$ cat config.mk
export PLATFORM = sky130hd
export DESIGN_NAME = pipe_trace_buffer_flat
export DESIGN_NICKNAME = d
export VERILOG_FILES = /design/src/rtl/pipe_trace_buffer_pkg.sv /design/src/rtl/pipe_trace_buffer_if.sv /design/src/rtl/pipe_trace_buffer_fifo.sv /design/src/rtl/pipe_trace_buffer.sv /design/src/flat_wrapper.sv
export SDC_FILE = /design/constraint.sdc
export NUM_CORES = 1
export LEC_CHECK = 0
export ABC_AREA = 1
export CORE_ASPECT_RATIO = 0.5
export CORE_MARGIN = 5
export CORE_UTILIZATION = 32
export CTS_CLUSTER_SIZE = 10
export DETAILED_ROUTE_END_ITERATION = 16
export PLACE_DENSITY = 0.44
export SYNTH_ARGS = -nofsm -noshare
export SYNTH_HDL_FRONTEND = slang
export SYNTH_SLANG_ARGS = --single-unit
$ cat constraint.sdc
create_clock -name clk -period 10.1 [get_ports clk]
set_input_delay 1.515 -clock clk [delete_from_list [all_inputs] [get_ports clk]]
set_output_delay 1.515 -clock clk [all_outputs]
set_load 0.01 [all_outputs]
$ cat src/rtl/pipe_trace_buffer_pkg.sv
// trace_pkg: shared definitions for the pipeline trace buffer.
//   trace_state_e - capture FSM encoding, also driven on the state debug port
//   trace_mode_e  - access filter selection
//   entry_width() - width of one stored trace entry {pc, addr, data, rw}
//   mode_pass()   - does an access of the given direction pass the filter
package trace_pkg;

  typedef enum logic [1:0] {
    ST_IDLE    = 2'b00,
    ST_ARMED   = 2'b01,
    ST_CAPTURE = 2'b10,
    ST_FROZEN  = 2'b11
  } trace_state_e;

  typedef enum logic [1:0] {
    MODE_ALL    = 2'b00,
    MODE_WRITES = 2'b01,
    MODE_READS  = 2'b10,
    MODE_NONE   = 2'b11
  } trace_mode_e;

  localparam int DROP_W = 16;

  function automatic int entry_width(input int xlen);
    return 3 * xlen + 1;
  endfunction

  // rw = 1 marks a write access.
  function automatic logic mode_pass(input logic [1:0] mode, input logic rw);
    logic pass;
    case (trace_mode_e'(mode))
      MODE_ALL:    pass = 1'b1;
      MODE_WRITES: pass = rw;
      MODE_READS:  pass = ~rw;
      default:     pass = 1'b0;
    endcase
    return pass;
  endfunction

endpackage

$ cat src/rtl/pipe_trace_buffer_if.sv
// pipe_trace_buffer_if: memory-stage observation bus plus the drain port.
//   m_valid/m_pc/m_addr/m_rw/m_wdata/m_rdata - access seen in the memory stage
//   rd_valid/rd_ready/rd_data                - drain of the oldest trace entry
// Drain handshake: the buffer raises rd_valid whenever it holds an entry and
// shows the oldest one on rd_data; an entry is consumed on every rising clock
// edge where rd_valid and rd_ready are both 1. rd_valid never waits on
// rd_ready, and rd_data is held while stalled unless the buffer is full in
// wrap mode and a new entry overwrites the oldest.
// master = the side driving the pipeline and consuming entries; slave = buffer.
interface pipe_trace_buffer_if #(
  parameter int XLEN = 32
);
  import trace_pkg::*;

  localparam int EW = entry_width(XLEN);

  logic            m_valid;
  logic [XLEN-1:0] m_pc;
  logic [XLEN-1:0] m_addr;
  logic            m_rw;
  logic [XLEN-1:0] m_wdata;
  logic [XLEN-1:0] m_rdata;

  logic            rd_valid;
  logic            rd_ready;
  logic [EW-1:0]   rd_data;

  modport master (
    output m_valid, m_pc, m_addr, m_rw, m_wdata, m_rdata, rd_ready,
    input  rd_valid, rd_data
  );

  modport slave (
    input  m_valid, m_pc, m_addr, m_rw, m_wdata, m_rdata, rd_ready,
    output rd_valid, rd_data
  );

endinterface

$ cat src/rtl/pipe_trace_buffer_fifo.sv
// trace_fifo: circular entry store with optional overwrite of the oldest entry.
//   push/din      - append din (ignored when full, no pop and wrap=0)
//   wrap          - when full, a push without a pop evicts the oldest entry
//   pop_req       - consume the oldest entry if one is present
//   valid/dout    - an entry is present / the oldest entry
//   count/full    - occupancy, 0..DEPTH
//   dropped       - entries lost to overwrite, saturating
// Storage is not reset; only pointers and counters are.
module trace_fifo #(
  parameter int W     = 97,
  parameter int DEPTH = 16,
  parameter int AW    = $clog2(DEPTH)
) (
  input  logic          clk,
  input  logic          rst,
  input  logic          push,
  input  logic [W-1:0]  din,
  input  logic          wrap,
  input  logic          pop_req,
  output logic          valid,
  output logic [W-1:0]  dout,
  output logic [AW:0]   count,
  output logic          full,
  output logic [15:0]   dropped
);

  localparam logic [AW:0] FULL_CNT = (AW+1)'(DEPTH);

  logic [W-1:0]  mem_q [DEPTH];
  logic [AW-1:0] wr_ptr_q, wr_ptr_d;
  logic [AW-1:0] rd_ptr_q, rd_ptr_d;
  logic [AW:0]   count_q, count_d;
  logic [15:0]   dropped_q, dropped_d;
  logic          pop;
  logic          push_ok;
  logic          overwrite;

  always_comb begin
    valid     = (count_q != '0);
    full      = (count_q == FULL_CNT);
    pop       = valid & pop_req;
    // A pop frees the slot the push needs, so a full buffer still accepts.
    push_ok   = push & (~full | pop | wrap);
    // Eviction only when nothing leaves through the drain port this cycle.
    overwrite = push & full & ~pop & wrap;

    wr_ptr_d  = wr_ptr_q;
    rd_ptr_d  = rd_ptr_q;
    count_d   = count_q;
    dropped_d = dropped_q;

    // Pointers are exactly AW bits, so increments wrap modulo DEPTH.
    if (push_ok) wr_ptr_d = wr_ptr_q + AW'(1);
    if (pop | overwrite) rd_ptr_d = rd_ptr_q + AW'(1);

    if (push_ok & ~pop & ~overwrite) begin
      count_d = count_q + (AW+1)'(1);
    end else if (pop & ~push_ok) begin
      count_d = count_q - (AW+1)'(1);
    end

    if (overwrite && (dropped_q != 16'hFFFF)) dropped_d = dropped_q + 16'd1;
  end

  always_ff @(posedge clk) begin
    if (rst) begin
      wr_ptr_q  <= '0;
      rd_ptr_q  <= '0;
      count_q   <= '0;
      dropped_q <= '0;
    end else begin
      wr_ptr_q  <= wr_ptr_d;
      rd_ptr_q  <= rd_ptr_d;
      count_q   <= count_d;
      dropped_q <= dropped_d;
    end
  end

  always_ff @(posedge clk) begin
    if (push_ok) mem_q[wr_ptr_q] <= din;
  end

  assign dout    = mem_q[rd_ptr_q];
  assign count   = count_q;
  assign dropped = dropped_q;

endmodule

$ cat src/rtl/pipe_trace_buffer.sv
// pipe_trace_buffer: captures memory-stage accesses into a drainable buffer.
//   clk, rst             - clock, synchronous active-high reset
//   enable               - arms capture; low returns the FSM to IDLE
//   mode                 - access filter (all / writes / reads / none)
//   wrap                 - when full: 1 overwrite oldest, 0 freeze
//   trig_en/addr/mask    - address trigger that starts capture
//   bus (slave)          - observed accesses and the drain handshake
//   count, dropped       - occupancy and overwrite-loss counter
//   state                - FSM state (IDLE/ARMED/CAPTURE/FROZEN)
// A qualifying access is registered first and written into the buffer on
// the following edge, keeping the wide entry mux off the storage write path.
module pipe_trace_buffer
  import trace_pkg::*;
#(
  parameter int XLEN  = 32,
  parameter int DEPTH = 16,
  parameter int AW    = $clog2(DEPTH)
) (
  input  logic                  clk,
  input  logic                  rst,
  input  logic                  enable,
  input  logic [1:0]            mode,
  input  logic                  wrap,
  input  logic                  trig_en,
  input  logic [XLEN-1:0]       trig_addr,
  input  logic [XLEN-1:0]       trig_mask,
  pipe_trace_buffer_if.slave    bus,
  output logic [AW:0]           count,
  output logic [DROP_W-1:0]     dropped,
  output logic [1:0]            state
);

  localparam int EW = entry_width(XLEN);

  trace_state_e  state_q, state_d;
  logic          push_q, push_d;
  logic [EW-1:0] entry_q, entry_d;

  logic addr_hit;
  logic access_ok;
  logic trig_hit;
  logic qualify;
  logic fifo_full;

  always_comb begin
    addr_hit  = ((bus.m_addr & trig_mask) == (trig_addr & trig_mask));
    access_ok = enable & bus.m_valid & mode_pass(mode, bus.m_rw);
    // With the trigger disabled any access seen while ARMED counts as the
    // trigger, so it is stored just like an address hit.
    trig_hit  = (state_q == ST_ARMED) & access_ok & (~trig_en | addr_hit);
    qualify   = trig_hit | ((state_q == ST_CAPTURE) & access_ok);

    push_d  = qualify;
    entry_d = entry_q;
    if (qualify) begin
      entry_d = {bus.m_pc, bus.m_addr,
                 bus.m_rw ? bus.m_wdata : bus.m_rdata, bus.m_rw};
    end

    state_d = state_q;
    if (!enable) begin
      state_d = ST_IDLE;
    end else begin
      case (state_q)
        ST_IDLE:    state_d = ST_ARMED;
        ST_ARMED:   if (!trig_en || trig_hit) state_d = ST_CAPTURE;
        ST_CAPTURE: if (fifo_full && !wrap) state_d = ST_FROZEN;
        default:    state_d = state_q;
      endcase
    end
  end

  always_ff @(posedge clk) begin
    if (rst) begin
      state_q <= ST_IDLE;
      push_q  <= 1'b0;
    end else begin
      state_q <= state_d;
      push_q  <= push_d;
    end
  end

  // Payload needs no reset: it is only consumed when push_q is set.
  always_ff @(posedge clk) begin
    entry_q <= entry_d;
  end

  trace_fifo #(
    .W     (EW),
    .DEPTH (DEPTH),
    .AW    (AW)
  ) u_fifo (
    .clk     (clk),
    .rst     (rst),
    .push    (push_q),
    .din     (entry_q),
    .wrap    (wrap),
    .pop_req (bus.rd_ready),
    .valid   (bus.rd_valid),
    .dout    (bus.rd_data),
    .count   (count),
    .full    (fifo_full),
    .dropped (dropped)
  );

  assign state = state_q;

endmodule

$ cat src/flat_wrapper.sv
// flat-port wrapper written by rule: the top's interface ports become plain ports
module pipe_trace_buffer_flat import trace_pkg::*;
#(
  parameter int XLEN  = 32,
  parameter int DEPTH = 16,
  parameter int AW    = $clog2(DEPTH)
)
  (clk, rst, enable, mode, wrap, trig_en, trig_addr, trig_mask, count, dropped, state, bus_m_valid, bus_m_pc, bus_m_addr, bus_m_rw, bus_m_wdata, bus_m_rdata, bus_rd_ready, bus_rd_valid, bus_rd_data);
  pipe_trace_buffer_if #(.XLEN(XLEN)) bus_i ();
  input  logic clk;
  input  logic rst;
  input  logic enable;
  input  logic [1:0] mode;
  input  logic wrap;
  input  logic trig_en;
  input  logic [XLEN-1:0] trig_addr;
  input  logic [XLEN-1:0] trig_mask;
  output logic [AW:0] count;
  output logic [DROP_W-1:0] dropped;
  output logic [1:0] state;
  input wire logic [$bits(bus_i.m_valid)-1:0] bus_m_valid;
  input wire logic [$bits(bus_i.m_pc)-1:0] bus_m_pc;
  input wire logic [$bits(bus_i.m_addr)-1:0] bus_m_addr;
  input wire logic [$bits(bus_i.m_rw)-1:0] bus_m_rw;
  input wire logic [$bits(bus_i.m_wdata)-1:0] bus_m_wdata;
  input wire logic [$bits(bus_i.m_rdata)-1:0] bus_m_rdata;
  input wire logic [$bits(bus_i.rd_ready)-1:0] bus_rd_ready;
  output wire logic [$bits(bus_i.rd_valid)-1:0] bus_rd_valid;
  output wire logic [$bits(bus_i.rd_data)-1:0] bus_rd_data;
  assign bus_i.m_valid = bus_m_valid;
  assign bus_i.m_pc = bus_m_pc;
  assign bus_i.m_addr = bus_m_addr;
  assign bus_i.m_rw = bus_m_rw;
  assign bus_i.m_wdata = bus_m_wdata;
  assign bus_i.m_rdata = bus_m_rdata;
  assign bus_i.rd_ready = bus_rd_ready;
  assign bus_rd_valid = bus_i.rd_valid;
  assign bus_rd_data = bus_i.rd_data;
  pipe_trace_buffer #(.XLEN(XLEN), .DEPTH(DEPTH), .AW(AW)) u_core (.clk(clk), .rst(rst), .enable(enable), .mode(mode), .wrap(wrap), .trig_en(trig_en), .trig_addr(trig_addr), .trig_mask(trig_mask), .bus(bus_i), .count(count), .dropped(dropped), .state(state));
endmodule
==> results of run 1 <==
==> synthesized netlist by cell type, types with 2 or more instances <==
| master | instances |
|---|---|
| ha_1 | 13 |
| nand2_1 | 335 |
| nor3b_1 | 3 |
| o21ai_1 | 26 |
| dfxtp_1 | 36 |
| xor2_1 | 4 |
| nand3_1 | 184 |
| a31oi_1 | 2 |
| inv_2 | 5 |
| nor2_2 | 3 |
| buf_4 | 40 |
| buf_2 | 58 |
| clkbuf_1 | 164 |
| nor2_1 | 53 |
| nor3_1 | 3 |
| nand4_1 | 8 |
| edfxtp_1 | 1649 |
| nand3_2 | 2 |
| o211ai_1 | 388 |
| buf_6 | 3 |
| mux2i_1 | 388 |
| nand2_2 | 3 |
| o21a_1 | 4 |
| inv_1 | 481 |
| o21ai_0 | 432 |
| nor3_2 | 2 |
| a21oi_1 | 413 |
| buf_1 | 22 |
| xnor2_1 | 5 |
==> layout by cell type, fill, tap and decap left out, types with 2 or more instances in the layout <==
cell	Yosys	layout
diode_2	0	2
nor2_4	0	16
nand3_2	2	2
mux2i_1	388	388
clkbuf_8	0	2
nor2_2	3	3
clkdlybuf4s50_1	0	321
o21ai_1	26	26
xor2_1	4	4
nor3_2	2	2
a31oi_1	2	2
clkbuf_1	164	18
buf_4	40	54
o21a_1	4	4
a21oi_1	413	413
nor2_1	53	37
buf_12	0	14
edfxtp_1	1649	1649
nand4_1	8	8
ha_1	13	13
dfxtp_4	0	4
nand2_2	3	3
o21ai_0	432	432
inv_6	0	3
nor3_1	3	3
clkbuf_16	0	199
nor3b_1	3	3
inv_1	481	481
inv_2	5	2
o211ai_1	388	388
nand3_1	184	184
nand2_1	335	334
dfxtp_1	36	32
xnor2_1	5	5
==> worst max path at each step <==
stage,startpoint,end,depth (start not counted)
final,flop,bus_rd_data[52],9
after global routing,flop,bus_rd_data[21],9
after CTS,flop,bus_rd_data[21],9
after detailed placement,flop,bus_rd_data[21],9
after global placement,flop,bus_rd_data[21],9
after floorplan,wrap,u_core.u_fifo.mem_q[11][0],6
==> flip-flops by register name, indices dropped and copies added (netlist names), named ones only <==
register,flops
u_core.entry_q,97
u_core.push_q,1
u_core.state,2
u_core.u_fifo.count,5
u_core.u_fifo.dropped,16
u_core.u_fifo.mem_q,1552
u_core.u_fifo.rd_ptr_q,4
u_core.u_fifo.wr_ptr_q,4
==> power by group <==
part           leakage (nW)  switching [mW]  internal [mW]
Sequential             15.1           0.131           7.68
Clock                  2.49            2.58           3.48
Combinational          8.45            2.44           1.62
==> cells by family after synthesis <==
kind of cell             Yosys count  synth area share
AO/OA/AOI/OAI                   1268             0.109
XOR/XNOR                           9           0.00117
adder cells (fa/ha/maj)           14           0.00271
buffers and inverters            773            0.0467
flip-flops                      1685             0.745
multiplexers                     388            0.0576
AND/OR/NAND/NOR                  600            0.0382
==> final cells by class <==
cell class	count	area [sq um]
clock inverters	2	16.3
multi-input cells	2279	14200
inverters	486	1840
fillers	19712	131000
clock buffers	219	5070
well taps	2843	3560
diodes	2	5.00
repair buffers	390	3900
flip-flops and latches	1685	50300
==> worst max-delay path, cell delays in order (launching register included) <==
cell and delay (ps):
dfxtp_4 640, buf_4 610, buf_4 660, buf_4 920
a21oi_1 70, o21ai_0 120, o21ai_0 140, o211ai_1 200
nand2_1 130, clkdlybuf4s50_1 510
==> layer usage <==
metal | up-vias | part of all wire | global-route usage
met3 | 237 | 0.040 | 0.0242
met2 | 804 | 0.48 | 0.275
met1 | 19798 | 0.46 | 0.234
met4 | 2 | 0.018 | 0.0359
li1 | 18121 | - | -
met5 | - | 0.000069 | 0
==> metrics by stage <==
step                setup WS [ps]  cells  power (mW)  instance area (sq um)
floorplan                    3530   4737        10.6                  67500
global placement             4430   7683        12.1                  73800
detailed placement           4380   7683        12.1                  73800
CTS                          3520   7904        18.2                  78800
finish                       3650   7906        17.9                  78800
global route                 3360   7905        18.8                  78800
==> run_results.csv, run 1 <==
group,metric,value,unit
timing,post-route-period-util,0.639,
detailed_routing,firstDrtPassIters,5,
yosys,syn_inst,4737,
detailed_routing,viasPerCell,4.93,
die,dieArea,221000,sq um
cells_and_area,fin_util,0.375,
die,rows,119,
cts,ctsResizeCount,0,
yosys,ys.flop_type,"edfxtp_1",
die,start_util,0.321,
die,coreArea,210000,sq um
yosys,yosysTopAreaCellShare,0.734,
global_route,track_usage,0.166,
hold_path,hold_path.startpoint,"u_core.u_fifo.rd_ptr_q[3]",
power,p_leak,26.1,nW
global_route,grt_pass1_vias,38750,
timing,rsz0062_at_grt,"false",
cells_and_area,drive_gt1_frac,0.0616,
hold_path,hold_depth,2,
yosys,synth_fp_nets,4953,
global_route,grt_first_pass_wirelength,272,mm
die,die_w,659,microns
cts,clkLatencyLatePin,820,ps
placement,routabilityCongestion,0.736,
setup_path,reg2reg_slack,6440,ps
detailed_routing,ant_nets,0,
run,drv_cap,0,
timing,fmax,0.155,GHz
yosys,synthArstFlopShare,0,
detailed_routing,drt_iter0_drc,3005,
cts,clk_pin_slew,60,ps
die,ios,323,
setup_path,crit_type,"flop to output port",
placement,hpwlAfterDp,92.4,mm
cts,ctsHoldBuffers,0,
yosys,synthTopCellsByArea,"edfxtp_1, mux2i_1, o211ai_1",
detailed_routing,wl_per_cell,24.0,microns
cts,cts.sinks,1685,
setup_path,worstSetupEndpointType,"output port",
cells_and_area,nets,5253,
placement,port_buffers,322,
cells_and_area,synthToLayoutAreaGrowth,16.9,%
setup_path,r2r_end,"u_core.u_fifo.mem_q[2][4]",
timing,holdWs,482,ps
timing,setup_violations,0,
power,ir_drop,0.166,mV
cts,htreeDepth,4,
setup_path,critPathRequiredTime,8590,ps
yosys,synth-seq-cells,1685,
detailed_routing,routed_wl,190,mm
cts,cts_root_buf,"clkbuf_16",
cts,cts_made_buffers,195,
cts,tritoncts,"yes",
outcome,status,"finished clean",
cts,cts_buffer_depth,4,
die,fp.dieH,335,microns
setup_path,r2r-start,"u_core.u_fifo.count[0]",
timing,slew_headroom,0.172,
power,power_density,227,nW/um^2
timing,drv_slew,0,
setup_path,critPathLaunchType,"flop",
hold_path,min_path_type,"flop to flop",
yosys,synth_top_area_cell,"edfxtp_1",
setup_path,critPathArrivalTime,4940,ps
timing,finalSetupTns,0,ps
setup_path,cp_max_fo,77,
timing,worstMarginPinSlew,1240,ps
global_route,grt_start_max_net_pins,203,
yosys,ys_types,37,
detailed_routing,drc,0,
global_route,grt_antenna_before_repair,4,
yosys,synth-edff-count,1649,
timing,final_hold_viol_count,0,
global_route,overflow,0,
yosys,ys_seq_area_frac,0.745,
yosys,netlist_area,67500,sq um
timing,fin_skew,56.5,ps
cts,postCtsSetupBuffers,0,
yosys,synth_area_per_cell,14.2,sq um
setup_path,reg2reg_depth,10,
yosys,yosys_warnings,0,
detailed_routing,routed-via-count,38962,
timing,min_period,6450,ps
(Power assumes the default switching activity.)
==> run 2, diff against run 1 <==
--- a/config.mk
+++ b/config.mk
@@ -11,7 +11,7 @@
 export CORE_UTILIZATION = 32
 export CTS_CLUSTER_SIZE = 10
 export DETAILED_ROUTE_END_ITERATION = 16
-export PLACE_DENSITY = 0.44
+export PLACE_DENSITY = 0.45
 export SYNTH_ARGS = -nofsm -noshare
 export SYNTH_HDL_FRONTEND = slang
 export SYNTH_SLANG_ARGS = --single-unit
==> constraint.sdc (replaced) <==
create_clock -name clk -period 5.4 [get_ports clk]
set_input_delay 0.81 -clock clk [delete_from_list [all_inputs] [get_ports clk]]
set_output_delay 0.81 -clock clk [all_outputs]
set_load 0.01 [all_outputs]
==> run 2 against run 1 <==
Register-to-register slack worse by 4100 ps; clock skew up 5.4 ps; cell count up 0.78%; final area up 1.1%; critical path depth down 3; flip-flop and latch count unchanged; sequential share of layout area down 0.67 points; hold slack worse by 0.89 ps; setup slack worse by 2800 ps; routed wire length up 2.5%; non-clock buffer count up 42; critical path type unchanged; critical endpoint is now bus_rd_data[13]; largest cell class unchanged.
==> run_results.csv, run 2 (synthesis gave the netlist of run 1 again) <==
group,metric,value,unit
outcome,status,"finished clean",
placement,hpwlAfterDp,105,mm
timing,holdWs,481,ps
die,ios,323,
hold_path,hold_end,"u_core.u_fifo.count[4]",
power,p_leak,26.4,nW
power,finalPower,33.8,mW
die,rows,119,
timing,fmax,0.218,GHz
timing,post-route-period-util,0.851,
cells_and_area,regMostFlops,"u_core.u_fifo.mem_q",
setup_path,crit_type,"flop to output port",
placement,port_buffers,322,
cells_and_area,fin_cells,7968,
detailed_routing,wl_per_cell,24.4,microns
global_route,grt_pass1_vias,39512,
cts,clk_pin_slew,60,ps
timing,drv_slew,0,
power,p_seq_frac,0.432,
setup_path,crit_chain,"buf_12 > mux2i_1 > o211ai_1 > nand3_1 > nand2_1 > clkdlybuf4s50_1",
die,start_util,0.321,
cts,cts_made_buffers,195,
cells_and_area,synthToLayoutAreaGrowth,18.1,%
run,drv_cap,0,
setup_path,max_stage_delay,890,ps
timing,rsz0062_at_grt,"false",
timing,fin_skew,61.9,ps
timing,min_period,4600,ps
detailed_routing,firstDrtPassIters,7,
cells_and_area,nets,5295,
cts,postCtsSetupBuffers,0,
placement,routabilityCongestion,0.761,
cts,htreeDepth,4,
setup_path,critPathArrivalTime,3790,ps
detailed_routing,drc,0,
power,ir_drop,0.262,mV
cts,cts_buffer_depth,4,
cells_and_area,fill_cells,19620,
die,coreArea,210000,sq um
cells_and_area,drive_gt1_frac,0.0694,
global_route,grt_start_max_net_pins,135,
hold_path,min_path_type,"flop to flop",
cells_and_area,final_cell_mix,"edfxtp_1, inv_1, o21ai_0",
detailed_routing,routed-via-count,39492,
power,sw_frac_of_total,0.289,
setup_path,slowest_stage,"dfxtp_4",
setup_path,worstSetupEndpointType,"output port",
die,dieArea,221000,sq um
detailed_routing,viasPerCell,4.96,
hold_path,hold_depth,1,
setup_path,critPathLaunchType,"flop",
cells_and_area,multi_input_area,14200,sq um
detailed_routing,ant_nets,0,
global_route,track_usage,0.171,
power,clockPowerShare,0.337,
cts,ctsResizeCount,0,
timing,setup_violations,0,
power,p_sw,9.76,mW
detailed_routing,drt_iter0_drc,3350,
setup_path,reg2reg_slack,2390,ps
cts,cts_root_buf,"clkbuf_16",
setup_path,cp_max_fo,124,
setup_path,critPathRequiredTime,4590,ps
hold_path,hold_path.startpoint,"u_core.u_fifo.count[4]",
power,power_density,424,nW/um^2
placement,dpl.cell_count,7725,
cells_and_area,seqCellArea,50300,sq um
global_route,grt_antenna_before_repair,9,
cts,tritoncts,"yes",
cells_and_area,largest_reg_flops,1552,
cells_and_area,layout_commonest_cell,"edfxtp_1",
die,die_w,659,microns
detailed_routing,routed_wl,194,mm
setup_path,r2r_end,"u_core.u_fifo.mem_q[9][16]",
cts,clkLatencyLatePin,810,ps
setup_path,reg2reg_depth,9,
global_route,overflow,0,
die,fp.dieH,335,microns
power,comb_power_share,0.231,
timing,final_hold_viol_count,0,
cts,ctsHoldBuffers,0,
timing,worstMarginPinSlew,1130,ps
global_route,grt_first_pass_wirelength,278,mm
timing,slew_headroom,0.247,
cts,cts.sinks,1685,
timing,finalSetupTns,0,ps
power,p_int,24.0,mW
setup_path,r2r-start,"u_core.u_fifo.count[0]",
## run 2: cell count changes in the layout (fill, tap and decap cells not counted), sizes merged, moves of 3 or more
cell and change:
inv +3, diode +5, buf +42, clkbuf +11
## run 2: worst max-delay path by stage
stage | from | end | slack (ps)
finish | flop | bus_rd_data[13] | 800
global route | flop | bus_rd_data[61] | 600
CTS | flop | bus_rd_data[13] | 700
detailed placement | flop | bus_rd_data[18] | 1570
global placement | rst | flop | 1360
floorplan | wrap | u_core.u_fifo.mem_q[11][0] | -460
## run 2: worst max-delay path, delay by kind of cell (launching register included)
family | cells | cell delay, ps
buf+inv | 2 | 1070
flops | 1 | 890
compound gates | 1 | 410
simple gates | 2 | 240
mux | 1 | 160
## run 2: layout make-up
class	count	area share
Inverter	486	0.0231
Clock buffer	230	0.0635
Timing Repair Buffer	432	0.0588
Clock inverter	6	0.000864
Antenna cell	7	0.000220
Tap cell	2843	0.0446
Sequential cell	1685	0.631
Multi-Input combinational cell	2279	0.178
## run 2: power by group through the flow
| stage | clock (mW) | sequential [mW] | combinational (mW) |
|---|---|---|---|
| 3_3_place_gp | 0 | 14.9 | 7.92 |
| 2_1_floorplan | 0 | 14.7 | 5.04 |
| 5_1_grt | 12.3 | 14.6 | 8.60 |
| 3_5_place_dp | 0 | 14.9 | 7.96 |
| 4_1_cts | 11.7 | 14.6 | 7.98 |
| 6_report | 11.4 | 14.6 | 7.81 |
## run 2: routing by layer
metal / up-vias / wire length [microns] / GRT usage
met5: - / 40 / 0
met4: 6 / 3970 / 0.0384
met3: 240 / 9140 / 0.0277
met2: 899 / 92000 / 0.282
met1: 20140 / 89200 / 0.239
li1: 18207 / - / -
## run 2: stage by stage
stage	util	worst slack, ps	cell area (sq um)
final	0.379	804	79700
after global routing	0.379	598	79700
after CTS	0.379	695	79700
after detailed placement	0.355	1570	74500
after global placement	0.355	1360	74500
after floorplan	-	-462	67500
